File: src/rtl/db_dram_arb_if.sv
// Bundle of the two requester ports, the DRAM PHY command/return port and the
// arbiter status outputs. The arbiter takes the slave view; the environment
// (requesters + PHY) takes the master view.
`timescale 1ns/1ps
interface db_dram_arb_if #(
  parameter int unsigned RAM_ADDR        = 22,
  parameter int unsigned RAM_DWIDTH      = 32,
  parameter int unsigned MAX_OUTSTANDING = 8
);
  localparam int unsigned CntW = $clog2(MAX_OUTSTANDING) + 1;

  // Port 0 (lookup path)
  logic                  p0_req;
  logic                  p0_we;
  logic [RAM_ADDR-1:0]   p0_addr;
  logic [RAM_DWIDTH-1:0] p0_wdata;
  logic                  p0_gnt;
  logic [RAM_DWIDTH-1:0] p0_rd_dout;
  logic                  p0_rd_valid;

  // Port 1 (aging sweeper)
  logic                  p1_req;
  logic                  p1_we;
  logic [RAM_ADDR-1:0]   p1_addr;
  logic [RAM_DWIDTH-1:0] p1_wdata;
  logic                  p1_gnt;
  logic [RAM_DWIDTH-1:0] p1_rd_dout;
  logic                  p1_rd_valid;

  // DRAM PHY
  logic                  dram_wr_en;
  logic                  dram_rd_en;
  logic [RAM_ADDR-1:0]   dram_addr;
  logic [RAM_DWIDTH-1:0] dram_wr_din;
  logic [RAM_DWIDTH-1:0] dram_rd_dout;
  logic                  dram_rd_valid;

  // Status
  logic [CntW-1:0]       outstanding;
  logic                  err_orphan;

  modport slave (
    input  p0_req, p0_we, p0_addr, p0_wdata,
    output p0_gnt, p0_rd_dout, p0_rd_valid,
    input  p1_req, p1_we, p1_addr, p1_wdata,
    output p1_gnt, p1_rd_dout, p1_rd_valid,
    output dram_wr_en, dram_rd_en, dram_addr, dram_wr_din,
    input  dram_rd_dout, dram_rd_valid,
    output outstanding, err_orphan
  );

  modport master (
    output p0_req, p0_we, p0_addr, p0_wdata,
    input  p0_gnt, p0_rd_dout, p0_rd_valid,
    output p1_req, p1_we, p1_addr, p1_wdata,
    input  p1_gnt, p1_rd_dout, p1_rd_valid,
    input  dram_wr_en, dram_rd_en, dram_addr, dram_wr_din,
    output dram_rd_dout, dram_rd_valid,
    input  outstanding, err_orphan
  );
endinterface

File: src/rtl/db_dram_arb.sv
// Two-port DRAM command arbiter. Port 0 has default priority; port 1 is
// promoted after STARVE_LIMIT consecutive denied cycles. Granted reads record
// their owner in an in-order FIFO so PHY returns are routed back correctly.
`timescale 1ns/1ps
module db_dram_arb #(
  parameter int unsigned RAM_ADDR        = 22,
  parameter int unsigned RAM_DWIDTH      = 32,
  parameter int unsigned MAX_OUTSTANDING = 8,
  parameter int unsigned STARVE_LIMIT    = 4
) (
  input logic          clk,
  input logic          rst,
  db_dram_arb_if.slave bus
);
  localparam int unsigned PtrW = $clog2(MAX_OUTSTANDING);
  localparam int unsigned CntW = PtrW + 1;
  localparam logic [3:0]      StarveMax = 4'(STARVE_LIMIT);
  localparam logic [CntW-1:0] OutMax    = CntW'(MAX_OUTSTANDING);

  logic [3:0]                 starve_q, starve_d;
  logic [MAX_OUTSTANDING-1:0] owner_q;
  logic [PtrW-1:0]            wr_ptr_q, rd_ptr_q;
  logic [CntW-1:0]            out_q, out_d;
  logic                       rd_en_q, wr_en_q;
  logic [RAM_ADDR-1:0]        addr_q;
  logic [RAM_DWIDTH-1:0]      wdata_q, rd_dout_q;
  logic                       p0_rv_q, p1_rv_q, err_q;

  logic rd_ok, p0_elig, p1_elig, p0_gnt, p1_gnt;
  logic push, pop, orphan, pop_owner, wr_gnt;

  // Arbitration, FIFO bookkeeping and starvation counter next state.
  always_comb begin
    // Credits come only from registered state; a same-cycle pop does not free a slot.
    rd_ok     = out_q < OutMax;
    p0_elig   = bus.p0_req & (bus.p0_we | rd_ok);
    p1_elig   = bus.p1_req & (bus.p1_we | rd_ok);
    p1_gnt    = ~rst & p1_elig & ((starve_q == StarveMax) | ~p0_elig);
    p0_gnt    = ~rst & p0_elig & ~p1_gnt;
    push      = (p0_gnt & ~bus.p0_we) | (p1_gnt & ~bus.p1_we);
    wr_gnt    = (p0_gnt & bus.p0_we) | (p1_gnt & bus.p1_we);
    pop       = bus.dram_rd_valid & (out_q != '0);
    orphan    = bus.dram_rd_valid & (out_q == '0);
    pop_owner = owner_q[rd_ptr_q];
    out_d     = out_q + CntW'(push) - CntW'(pop);
    starve_d  = starve_q;
    if (!bus.p1_req || p1_gnt) begin
      starve_d = '0;
    end else if (starve_q < StarveMax) begin
      starve_d = starve_q + 4'd1;
    end
  end

  // All state and registered outputs; reset wins over everything.
  always_ff @(posedge clk) begin
    if (rst) begin
      starve_q  <= '0;
      owner_q   <= '0;
      wr_ptr_q  <= '0;
      rd_ptr_q  <= '0;
      out_q     <= '0;
      rd_en_q   <= 1'b0;
      wr_en_q   <= 1'b0;
      addr_q    <= '0;
      wdata_q   <= '0;
      rd_dout_q <= '0;
      p0_rv_q   <= 1'b0;
      p1_rv_q   <= 1'b0;
      err_q     <= 1'b0;
    end else begin
      starve_q <= starve_d;
      out_q    <= out_d;
      if (push) begin
        owner_q[wr_ptr_q] <= p1_gnt;
        wr_ptr_q          <= wr_ptr_q + PtrW'(1);
      end
      if (pop) begin
        rd_ptr_q  <= rd_ptr_q + PtrW'(1);
        rd_dout_q <= bus.dram_rd_dout;
      end
      rd_en_q <= push;
      wr_en_q <= wr_gnt;
      // Address/data hold their last value while idle.
      if (p0_gnt || p1_gnt) begin
        addr_q  <= p1_gnt ? bus.p1_addr : bus.p0_addr;
        wdata_q <= p1_gnt ? bus.p1_wdata : bus.p0_wdata;
      end
      p0_rv_q <= pop & ~pop_owner;
      p1_rv_q <= pop & pop_owner;
      if (orphan) begin
        err_q <= 1'b1;
      end
    end
  end

  assign bus.p0_gnt      = p0_gnt;
  assign bus.p1_gnt      = p1_gnt;
  assign bus.p0_rd_dout  = rd_dout_q;
  assign bus.p1_rd_dout  = rd_dout_q;
  assign bus.p0_rd_valid = p0_rv_q;
  assign bus.p1_rd_valid = p1_rv_q;
  assign bus.dram_rd_en  = rd_en_q;
  assign bus.dram_wr_en  = wr_en_q;
  assign bus.dram_addr   = addr_q;
  assign bus.dram_wr_din = wdata_q;
  assign bus.outstanding = out_q;
  assign bus.err_orphan  = err_q;
endmodule

File: src/flat_wrapper.sv
// flat-port wrapper written by rule: the top's interface ports become plain ports
module db_dram_arb_flat 
#(
  parameter int unsigned RAM_ADDR        = 22,
  parameter int unsigned RAM_DWIDTH      = 32,
  parameter int unsigned MAX_OUTSTANDING = 8,
  parameter int unsigned STARVE_LIMIT    = 4
)
  (clk, rst, bus_p0_req, bus_p0_we, bus_p0_addr, bus_p0_wdata, bus_p0_gnt, bus_p0_rd_dout, bus_p0_rd_valid, bus_p1_req, bus_p1_we, bus_p1_addr, bus_p1_wdata, bus_p1_gnt, bus_p1_rd_dout, bus_p1_rd_valid, bus_dram_wr_en, bus_dram_rd_en, bus_dram_addr, bus_dram_wr_din, bus_dram_rd_dout, bus_dram_rd_valid, bus_outstanding, bus_err_orphan);
  db_dram_arb_if #(.RAM_ADDR(RAM_ADDR), .RAM_DWIDTH(RAM_DWIDTH), .MAX_OUTSTANDING(MAX_OUTSTANDING)) bus_i ();
  input logic clk;
  input logic rst;
  input wire logic [$bits(bus_i.p0_req)-1:0] bus_p0_req;
  input wire logic [$bits(bus_i.p0_we)-1:0] bus_p0_we;
  input wire logic [$bits(bus_i.p0_addr)-1:0] bus_p0_addr;
  input wire logic [$bits(bus_i.p0_wdata)-1:0] bus_p0_wdata;
  output wire logic [$bits(bus_i.p0_gnt)-1:0] bus_p0_gnt;
  output wire logic [$bits(bus_i.p0_rd_dout)-1:0] bus_p0_rd_dout;
  output wire logic [$bits(bus_i.p0_rd_valid)-1:0] bus_p0_rd_valid;
  input wire logic [$bits(bus_i.p1_req)-1:0] bus_p1_req;
  input wire logic [$bits(bus_i.p1_we)-1:0] bus_p1_we;
  input wire logic [$bits(bus_i.p1_addr)-1:0] bus_p1_addr;
  input wire logic [$bits(bus_i.p1_wdata)-1:0] bus_p1_wdata;
  output wire logic [$bits(bus_i.p1_gnt)-1:0] bus_p1_gnt;
  output wire logic [$bits(bus_i.p1_rd_dout)-1:0] bus_p1_rd_dout;
  output wire logic [$bits(bus_i.p1_rd_valid)-1:0] bus_p1_rd_valid;
  output wire logic [$bits(bus_i.dram_wr_en)-1:0] bus_dram_wr_en;
  output wire logic [$bits(bus_i.dram_rd_en)-1:0] bus_dram_rd_en;
  output wire logic [$bits(bus_i.dram_addr)-1:0] bus_dram_addr;
  output wire logic [$bits(bus_i.dram_wr_din)-1:0] bus_dram_wr_din;
  input wire logic [$bits(bus_i.dram_rd_dout)-1:0] bus_dram_rd_dout;
  input wire logic [$bits(bus_i.dram_rd_valid)-1:0] bus_dram_rd_valid;
  output wire logic [$bits(bus_i.outstanding)-1:0] bus_outstanding;
  output wire logic [$bits(bus_i.err_orphan)-1:0] bus_err_orphan;
  assign bus_i.p0_req = bus_p0_req;
  assign bus_i.p0_we = bus_p0_we;
  assign bus_i.p0_addr = bus_p0_addr;
  assign bus_i.p0_wdata = bus_p0_wdata;
  assign bus_p0_gnt = bus_i.p0_gnt;
  assign bus_p0_rd_dout = bus_i.p0_rd_dout;
  assign bus_p0_rd_valid = bus_i.p0_rd_valid;
  assign bus_i.p1_req = bus_p1_req;
  assign bus_i.p1_we = bus_p1_we;
  assign bus_i.p1_addr = bus_p1_addr;
  assign bus_i.p1_wdata = bus_p1_wdata;
  assign bus_p1_gnt = bus_i.p1_gnt;
  assign bus_p1_rd_dout = bus_i.p1_rd_dout;
  assign bus_p1_rd_valid = bus_i.p1_rd_valid;
  assign bus_dram_wr_en = bus_i.dram_wr_en;
  assign bus_dram_rd_en = bus_i.dram_rd_en;
  assign bus_dram_addr = bus_i.dram_addr;
  assign bus_dram_wr_din = bus_i.dram_wr_din;
  assign bus_i.dram_rd_dout = bus_dram_rd_dout;
  assign bus_i.dram_rd_valid = bus_dram_rd_valid;
  assign bus_outstanding = bus_i.outstanding;
  assign bus_err_orphan = bus_i.err_orphan;
  db_dram_arb #(.RAM_ADDR(RAM_ADDR), .RAM_DWIDTH(RAM_DWIDTH), .MAX_OUTSTANDING(MAX_OUTSTANDING), .STARVE_LIMIT(STARVE_LIMIT)) u_core (.clk(clk), .rst(rst), .bus(bus_i));
endmodule
File: config.mk
export PLATFORM = sky130hd
export DESIGN_NAME = db_dram_arb_flat
export DESIGN_NICKNAME = d
export VERILOG_FILES = /design/src/rtl/db_dram_arb_if.sv /design/src/rtl/db_dram_arb.sv /design/src/flat_wrapper.sv
export SDC_FILE = /design/constraint.sdc
export NUM_CORES = 1
export LEC_CHECK = 0
export ABC_CLOCK_PERIOD_IN_PS = 3000
export BUFFER_PORTS_ARGS = -buffer_cell sky130_fd_sc_hd__buf_2
export CAP_MARGIN = 30
export CORE_UTILIZATION = 46
export CTS_CLUSTER_SIZE = 8
export DETAILED_ROUTE_END_ITERATION = 8
export PLACE_DENSITY = 0.81
export SLEW_MARGIN = 30
export SYNTH_ARGS = -nofsm -noshare
export SYNTH_HDL_FRONTEND = slang
export SYNTH_SLANG_ARGS = --single-unit
File: constraint.sdc
create_clock -name clk -period 3 [get_ports clk]
set_input_delay 0.6 -clock clk [delete_from_list [all_inputs] [get_ports clk]]
set_output_delay 0.6 -clock clk [all_outputs]
set_load 0.005 [all_outputs]
==> out/metrics.cfg, run 1 <==
[run_status]
status = finished clean

[sta]
fin_skew_ns = 0.00595
setup-tns-final_ns = 0
hold_violations = 0
fin_crit_sh_pct = 83.6
slew_violations = 0
setup_viol = 0
fmax_mhz = 399
rsz0062_at_grt = no
slew_headroom_pct = 52.9
tightest_slew_ns = 0.706
fin_crit_ns = 2.51

[clock_network]
cts.repair.resized = 0
clock_latency_ns = 0.41
tritoncts = built
cts_buffer_depth = 2
hold_buffers = 0
numCtsBuffers = 17
postCtsSetupRepairBufs = 0
clk_pin_slew_ns = 0.05
htree_num_levels = 4
cts_root_buffer = clkbuf_16
clock-sinks = 113

[routing]
ant_nets = 0
drtIter0Drc = 179
detailroute.via_count = 4681
wl_per_cell_um = 13.9
viasPerCell = 4.98
drt_pass1_iterations = 4
finalWirelength_um = 13100
drc_errors = 0

[global_route]
grt_start_max_net_pins = 109
grt_usage_pct = 21.5
grt_pass1_wl_um = 19900
antenna_found_initial = 0
grt_pass1_vias = 4281
overflow = 0

[min_path]
hold_depth = 3
hold_class = input port to flip-flop

[logic_synthesis]
ys_seq_area_share_pct = 42.3
synth-warning-count = 0
synth_edf_count = 0
yosys_register_bits = 113
mappedNetlistNets = 712
syn_avg_cell_area_um2 = 9.63
synth.distinct_cells = 39
async_flop_share_pct = 0
synth_flop_cell = dfxtp_1
syn_inst = 555
syn_area_um2 = 5340

[layout]
antennaDiodeCount = 0
regArea_um2 = 2260
layout.cells.non_filler = 940
final_area_um2 = 7120
layout-drive-gt1-share_pct = 45.9
multiInputGateArea_um2 = 2580
area_growth_syn_to_layout_pct = 33.2
fillCellCount = 952
nets = 945

[die]
core_area_um2 = 11100
die_area_um2 = 12100
die_y_um = 110
fp-row-count = 38
initial_core_util_pct = 48.2
die_w_um = 110
ios = 276

[setup_path]
crit_path_end_kind = output pin
crit_type = flip-flop to output pin
rr_worst_depth = 11
required_ns = 2.40
start_kind = flip-flop
critPathMaxFanout = 4
arrival_ns = 1.91

[placement]
place_area_um2 = 6570
place_hpwl_um = 9420
finalWeightedCongestion = 0.782
dp_cells = 909
numPortBuffers = 275

[power_and_ir_drop]
p_switching_w = 0.00149
switching_share_pct = 29.4
p_leak_nw = 3.43
vdd_drop_max_uv = 565
power_frac_seq_pct = 37.4
pwr-share-clk_pct = 36.8
powerDensity_nw_per_um2 = 711
pwr-share-comb_pct = 25.8
p_int_w = 0.00357

[run]
maxCapViolations = 0

cell families (layout without fill, tap and decap cells):
kind of cell	count (synthesis)	in the layout	synth area share, %
AOI/OAI and AO/OA	107	107	17.9
buffers and inverters	86	331	9.74
xor gates and xnor gates	5	5	0.819
adders and majority gates	10	10	2.48
and+or+nand+nor	166	166	13.5
muxes	68	68	13.2
DFF	113	113	42.3
cells in the final DEF, fill, tap and decap left out, types with 8 or more instances in the layout:
master / netlist / routed
inv_1: 12 / 12
clkbuf_16: 0 / 17
ha_1: 9 / 9
nor2_1: 65 / 65
nand2b_1: 11 / 11
mux2i_1: 65 / 65
buf_2: 14 / 274
a21oi_1: 36 / 36
a211oi_2: 45 / 45
a211oi_1: 9 / 9
buf_4: 38 / 9
nand2_1: 71 / 71
nor2b_1: 8 / 8
dfxtp_1: 113 / 113
power by group through the flow:
stage | clock (W) | combinational, W | sequential [W]
2_1_floorplan | 0 | 0.000887 | 0.00192
3_3_place_gp | 0 | 0.00129 | 0.00191
3_5_place_dp | 0 | 0.00131 | 0.00192
4_1_cts | 0.00190 | 0.00132 | 0.00189
5_1_grt | 0.00197 | 0.00146 | 0.00193
6_report | 0.00186 | 0.00130 | 0.00189
critical path, stage by stage (launching register included):
cell,delay (ns)
dfxtp_1,0.38
inv_1,0.06
ha_1,0.18
and3b_1,0.23
o311ai_4,0.35
and2_1,0.18
buf_2,0.12
cell type report:
cell class	count	area share [%]
Clock buffer	25	6.96
Clock inverter	6	0.774
Inverter	14	0.738
Multi-Input combinational cell	356	36.2
Sequential cell	113	31.8
Tap cell	140	2.46
Timing Repair Buffer	286	21.1
metal layers:
layer	track usage, %	part of all wire [%]
met1	24.4	41
met2	36.3	50
met3	8.00	6.6
met4	8.57	1.7
met5	0	0
worst paths after layout:
path / to / slack, ns / startpoint
worst max-delay path: bus_p0_gnt / 0.49 / u_core.starve_q[0]
worst min-delay path: u_core.bus.p0_rd_dout[11] / 0.43 / bus_dram_rd_dout[11]
worst max register to register: u_core.bus.outstanding[2] / 0.55 / u_core.bus.outstanding[3]
worst min register to register: u_core.bus.p0_rd_dout[8] / 0.46 / u_core.bus.p0_rd_dout[8]
synth_stat cells, types with 2 or more instances:
library cell | count | share of area, %
clkbuf_1 | 15 | 1.1
inv_1 | 12 | 0.84
o21ai_1 | 2 | 0.19
buf_2 | 14 | 1.3
buf_4 | 38 | 5.3
o211ai_1 | 6 | 0.84
nor2_1 | 65 | 4.6
inv_2 | 2 | 0.14
mux4_2 | 2 | 0.84
buf_6 | 5 | 1.1
ha_1 | 9 | 2.1
nand2b_1 | 11 | 1.3
dfxtp_1 | 113 | 42
xnor2_1 | 4 | 0.66
nor2b_1 | 8 | 0.94
mux2i_1 | 65 | 12
nor3_1 | 2 | 0.19
o311ai_2 | 2 | 0.61
nand2_1 | 71 | 5.0
a211oi_1 | 9 | 1.3
o2111ai_1 | 3 | 0.49
a211oi_2 | 45 | 11
a21oi_1 | 36 | 3.4
sequential cells by signal, summed over array words and instances, names as in the netlist, 3 cells and up:
register,cells
u_core.starve_q,4
u_core.bus.outstanding,4
u_core.bus.dram_wr_din,32
u_core.bus.dram_addr,22
u_core.wr_ptr_q,3
u_core.bus.p0_rd_dout,32
u_core.owner_q,8
u_core.rd_ptr_q,3
through the flow:
step	power, W	utilization (%)	hold WS [ns]	setup slack, ns
finish	0.00506	64.2	0.428	0.492
global route	0.00536	64.2	0.419	0.365
global placement	0.00320	59.3	0.449	0.474
CTS	0.00511	64.2	0.411	0.474
floorplan	0.00280	-	0.449	0.365
detailed placement	0.00323	59.3	0.459	0.392
Power figures use the tool's default switching activity.
==> run 2, diff against run 1 <==
--- a/config.mk
+++ b/config.mk
@@ -5,13 +5,13 @@
 export SDC_FILE = /design/constraint.sdc
 export NUM_CORES = 1
 export LEC_CHECK = 0
-export ABC_CLOCK_PERIOD_IN_PS = 3000
+export ABC_CLOCK_PERIOD_IN_PS = 2000
 export BUFFER_PORTS_ARGS = -buffer_cell sky130_fd_sc_hd__buf_2
 export CAP_MARGIN = 30
-export CORE_UTILIZATION = 46
+export CORE_UTILIZATION = 41
 export CTS_CLUSTER_SIZE = 8
 export DETAILED_ROUTE_END_ITERATION = 8
-export PLACE_DENSITY = 0.81
+export PLACE_DENSITY = 0.76
 export SLEW_MARGIN = 30
 export SYNTH_ARGS = -nofsm -noshare
 export SYNTH_HDL_FRONTEND = slang
==> constraint.sdc (replaced) <==
create_clock -name clk -period 2 [get_ports clk]
set_input_delay 0.4 -clock clk [delete_from_list [all_inputs] [get_ports clk]]
set_output_delay 0.4 -clock clk [all_outputs]
set_load 0.005 [all_outputs]
==> run 2 against run 1 <==
Effect of this change:
- the flow now finishes with violations (setup timing)
- total power increased by 75%
- global-route usage decreased by 0.58 points
- register-to-register slack got worse by 0.71 ns
- critical endpoint unchanged
- final area increased by 20%
- utilization increased by 3.3 points
- hold slack got worse by 0.20 ns
- critical path depth increased by 1
- first-iteration DRC count increased by 31%
- clock power increased by 79%
- clock skew about the same
- combinational power increased by 110%
==> out/metrics.cfg, run 2 (same netlist as run 1, synthesis figures left out) <==
[placement]
place_hpwl_um = 9760  ; +3.6%
finalWeightedCongestion = 0.808  ; +3.3%
numPortBuffers = 275  ; unchanged
dp_cells = 967  ; +6.4%

[setup_path]
crit_path_end = bus_p0_gnt
crit_start = u_core.starve_q[0]
r2r-end = u_core.bus.outstanding[1]
cp_top_family = simple AND/OR/NAND/NOR gates
rr_worst_depth = 10  ; -1
crit_slowest_cell = dfxtp_2
cpPeakStageDelay_ns = 0.34  ; -0.04 ns
reg2reg_from = u_core.bus.outstanding[3]
crit_path_end_kind = output pin
crit_type = flip-flop to output pin
cp_cell_sequence = inv_2 > ha_4 > and3b_2 > buf_6 > o311ai_4 > and2_1 > buf_2
crit_cells = 7  ; +1
rrSetupSlack_ns = -0.16  ; -0.71 ns
critPathMaxFanout = 3  ; -1
required_ns = 1.60  ; -0.80 ns
start_kind = flip-flop
arrival_ns = 1.78  ; -0.13 ns
critPathBufInv = 3  ; +1

[clock_network]
clock-sinks = 113  ; unchanged
numCtsBuffers = 17  ; unchanged
cts_buffer_depth = 2  ; unchanged
cts_root_buffer = clkbuf_16
htree_num_levels = 4  ; unchanged
clock_latency_ns = 0.41  ; about the same
clk_pin_slew_ns = 0.06  ; about the same
tritoncts = built

[min_path]
hold_class = input port to flip-flop

[die]
core_area_um2 = 12700  ; +14%
initial_core_util_pct = 42.2  ; -6.1 points
fp-row-count = 41  ; +7.9%
die_area_um2 = 13500  ; +12%
die_w_um = 116  ; +5.8%
ios = 276  ; unchanged
die_y_um = 116  ; +5.8%

[sta]
slew_headroom_pct = 58.6  ; +5.7 points
tightest_slew_ns = 0.621  ; -0.0848 ns
finalWorstSetupSlack_ns = -0.179  ; -0.671 ns
fin_crit_sh_pct = 109
hold_slack_ns = 0.223  ; -0.205 ns
fin_skew_ns = 0.00622  ; +0.000274 ns
setup_viol = 25  ; +25
fmax_mhz = 459
slew_violations = 0  ; unchanged
rsz0062_at_grt = yes
hold_violations = 0  ; unchanged
fin_crit_ns = 2.18

[routing]
finalWirelength_um = 16300  ; +25%
wl_met1_um = 6860  ; +27%
drc_errors = 0  ; unchanged
routed.top_layer = met4
viasPerCell = 4.89  ; -1.9%
ant_nets = 0  ; unchanged
detailroute.via_count = 5077  ; +8.5%
wl_per_cell_um = 15.7  ; +13%
drtIter0Drc = 234  ; +31%
wl_met2_um = 8280  ; +26%
wl_met3_um = 738  ; -14%
drt_pass1_iterations = 4  ; unchanged

[global_route]
overflow = 0  ; unchanged
antenna_found_initial = 1  ; +1
grt_start_max_net_pins = 108  ; -0.92%
grt_pass1_wl_um = 21800  ; +9.4%
grt_pass1_vias = 4613  ; +7.8%
grt_usage_pct = 20.9  ; -0.58 points

[layout]
nets = 1010  ; +6.9%
layout-drive-gt1-share_pct = 58.8  ; +13 points
final_cell_mix = buf_2 (274), dfxtp_1 (109), nand2_1 (69), mux2i_1 (61), a211oi_2 (53)
area_growth_syn_to_layout_pct = 60.2
fillCellCount = 979  ; +2.8%
final_common_cell = buf_2
layout.cells.non_filler = 1039  ; +11%

[run]
maxCapViolations = 0  ; unchanged

[power_and_ir_drop]
powerDensity_nw_per_um2 = 1040  ; +46%
vdd_drop_max_uv = 800  ; +41%
p_leak_nw = 3.99  ; +17%

[run_status]
status = finished, violations left
violations = setup timing

[run 2: changes by cell type in the layout (fill, tap and decap cells not counted), sizes merged]
cell / change
clkinv: +1
diode: +1
buf: +54
inv: +1
clkinvlp: +2
clkbuf: +4
bufinv: +4
[run 2: worst min-delay path by stage]
stage	cells after the start	slack, ns	startpoint	to
after floorplan	2	0.45	u_core.owner_q[2]	u_core.owner_q[2]
after global placement	2	0.45	u_core.bus.p0_rd_dout[27]	u_core.bus.p0_rd_dout[27]
after detailed placement	2	0.46	u_core.bus.p0_rd_dout[26]	u_core.bus.p0_rd_dout[26]
after CTS	3	0.21	bus_dram_rd_dout[11]	u_core.bus.p0_rd_dout[11]
after global routing	3	0.21	bus_dram_rd_dout[11]	u_core.bus.p0_rd_dout[11]
final	3	0.22	bus_dram_rd_dout[29]	u_core.bus.p0_rd_dout[29]
[run 2: where the power goes]
group | internal, W | switching, W | total [W] | leakage [nW]
logic | 0.00142 | 0.00127 | 0.00269 | 2.75
registers | 0.00260 | 0.000238 | 0.00284 | 0.929
clock network | 0.00224 | 0.00109 | 0.00333 | 0.316
total | 0.00627 | 0.00260 | 0.00886 | 3.99
[run 2: area by class of cell]
type / count / area (um^2) / area share (%)
Antenna cell: 1 / 2.50 / 0.0292
Clock buffer: 18 / 439 / 5.13
Clock inverter: 14 / 211 / 2.47
Inverter: 14 / 57.6 / 0.672
Multi-Input combinational cell: 356 / 2920 / 34.1
Sequential cell: 113 / 2270 / 26.5
Tap cell: 172 / 215 / 2.51
Timing Repair Buffer: 351 / 2440 / 28.5
[run 2: timing repair]
action	CTS	global route
pin swaps	12	55
hold buffers	0	0
gates cloned	2	13
resized for setup	14	99
buffers inserted	10	15
endpoints found under the setup margin	9	70
[run 2: worst reg2reg max path, cell delays in order (launching register included)]
cell	delay, ns
dfxtp_4	0.34
inv_4	0.06
ha_4	0.12
or3b_4	0.39
nand2_4	0.08
inv_4	0.04
ha_4	0.25
inv_2	0.03
ha_4	0.15
fa_2	0.51
nor2b_4	0.12
[run 2: metrics by stage]
stage	setup WS [ns]	setup TNS [ns]	cell area (um^2)	total power [W]	utilization, %
after floorplan	-0.335	-0.878	5420	0.00434	-
after global placement	-0.122	-0.286	6960	0.00507	55.0
after detailed placement	-0.173	-0.411	6960	0.00512	55.0
after CTS	-0.230	-0.804	7800	0.00859	61.6
after global routing	-0.290	-5.03	8560	0.00936	67.6
final	-0.179	-1.26	8560	0.00886	67.6
[run 2: routing by layer]
metal,track usage [%],up-vias
met5,0,-
met1,24.6,2386
met3,6.64,37
li1,-,2489
met4,9.15,0
met2,35.0,165
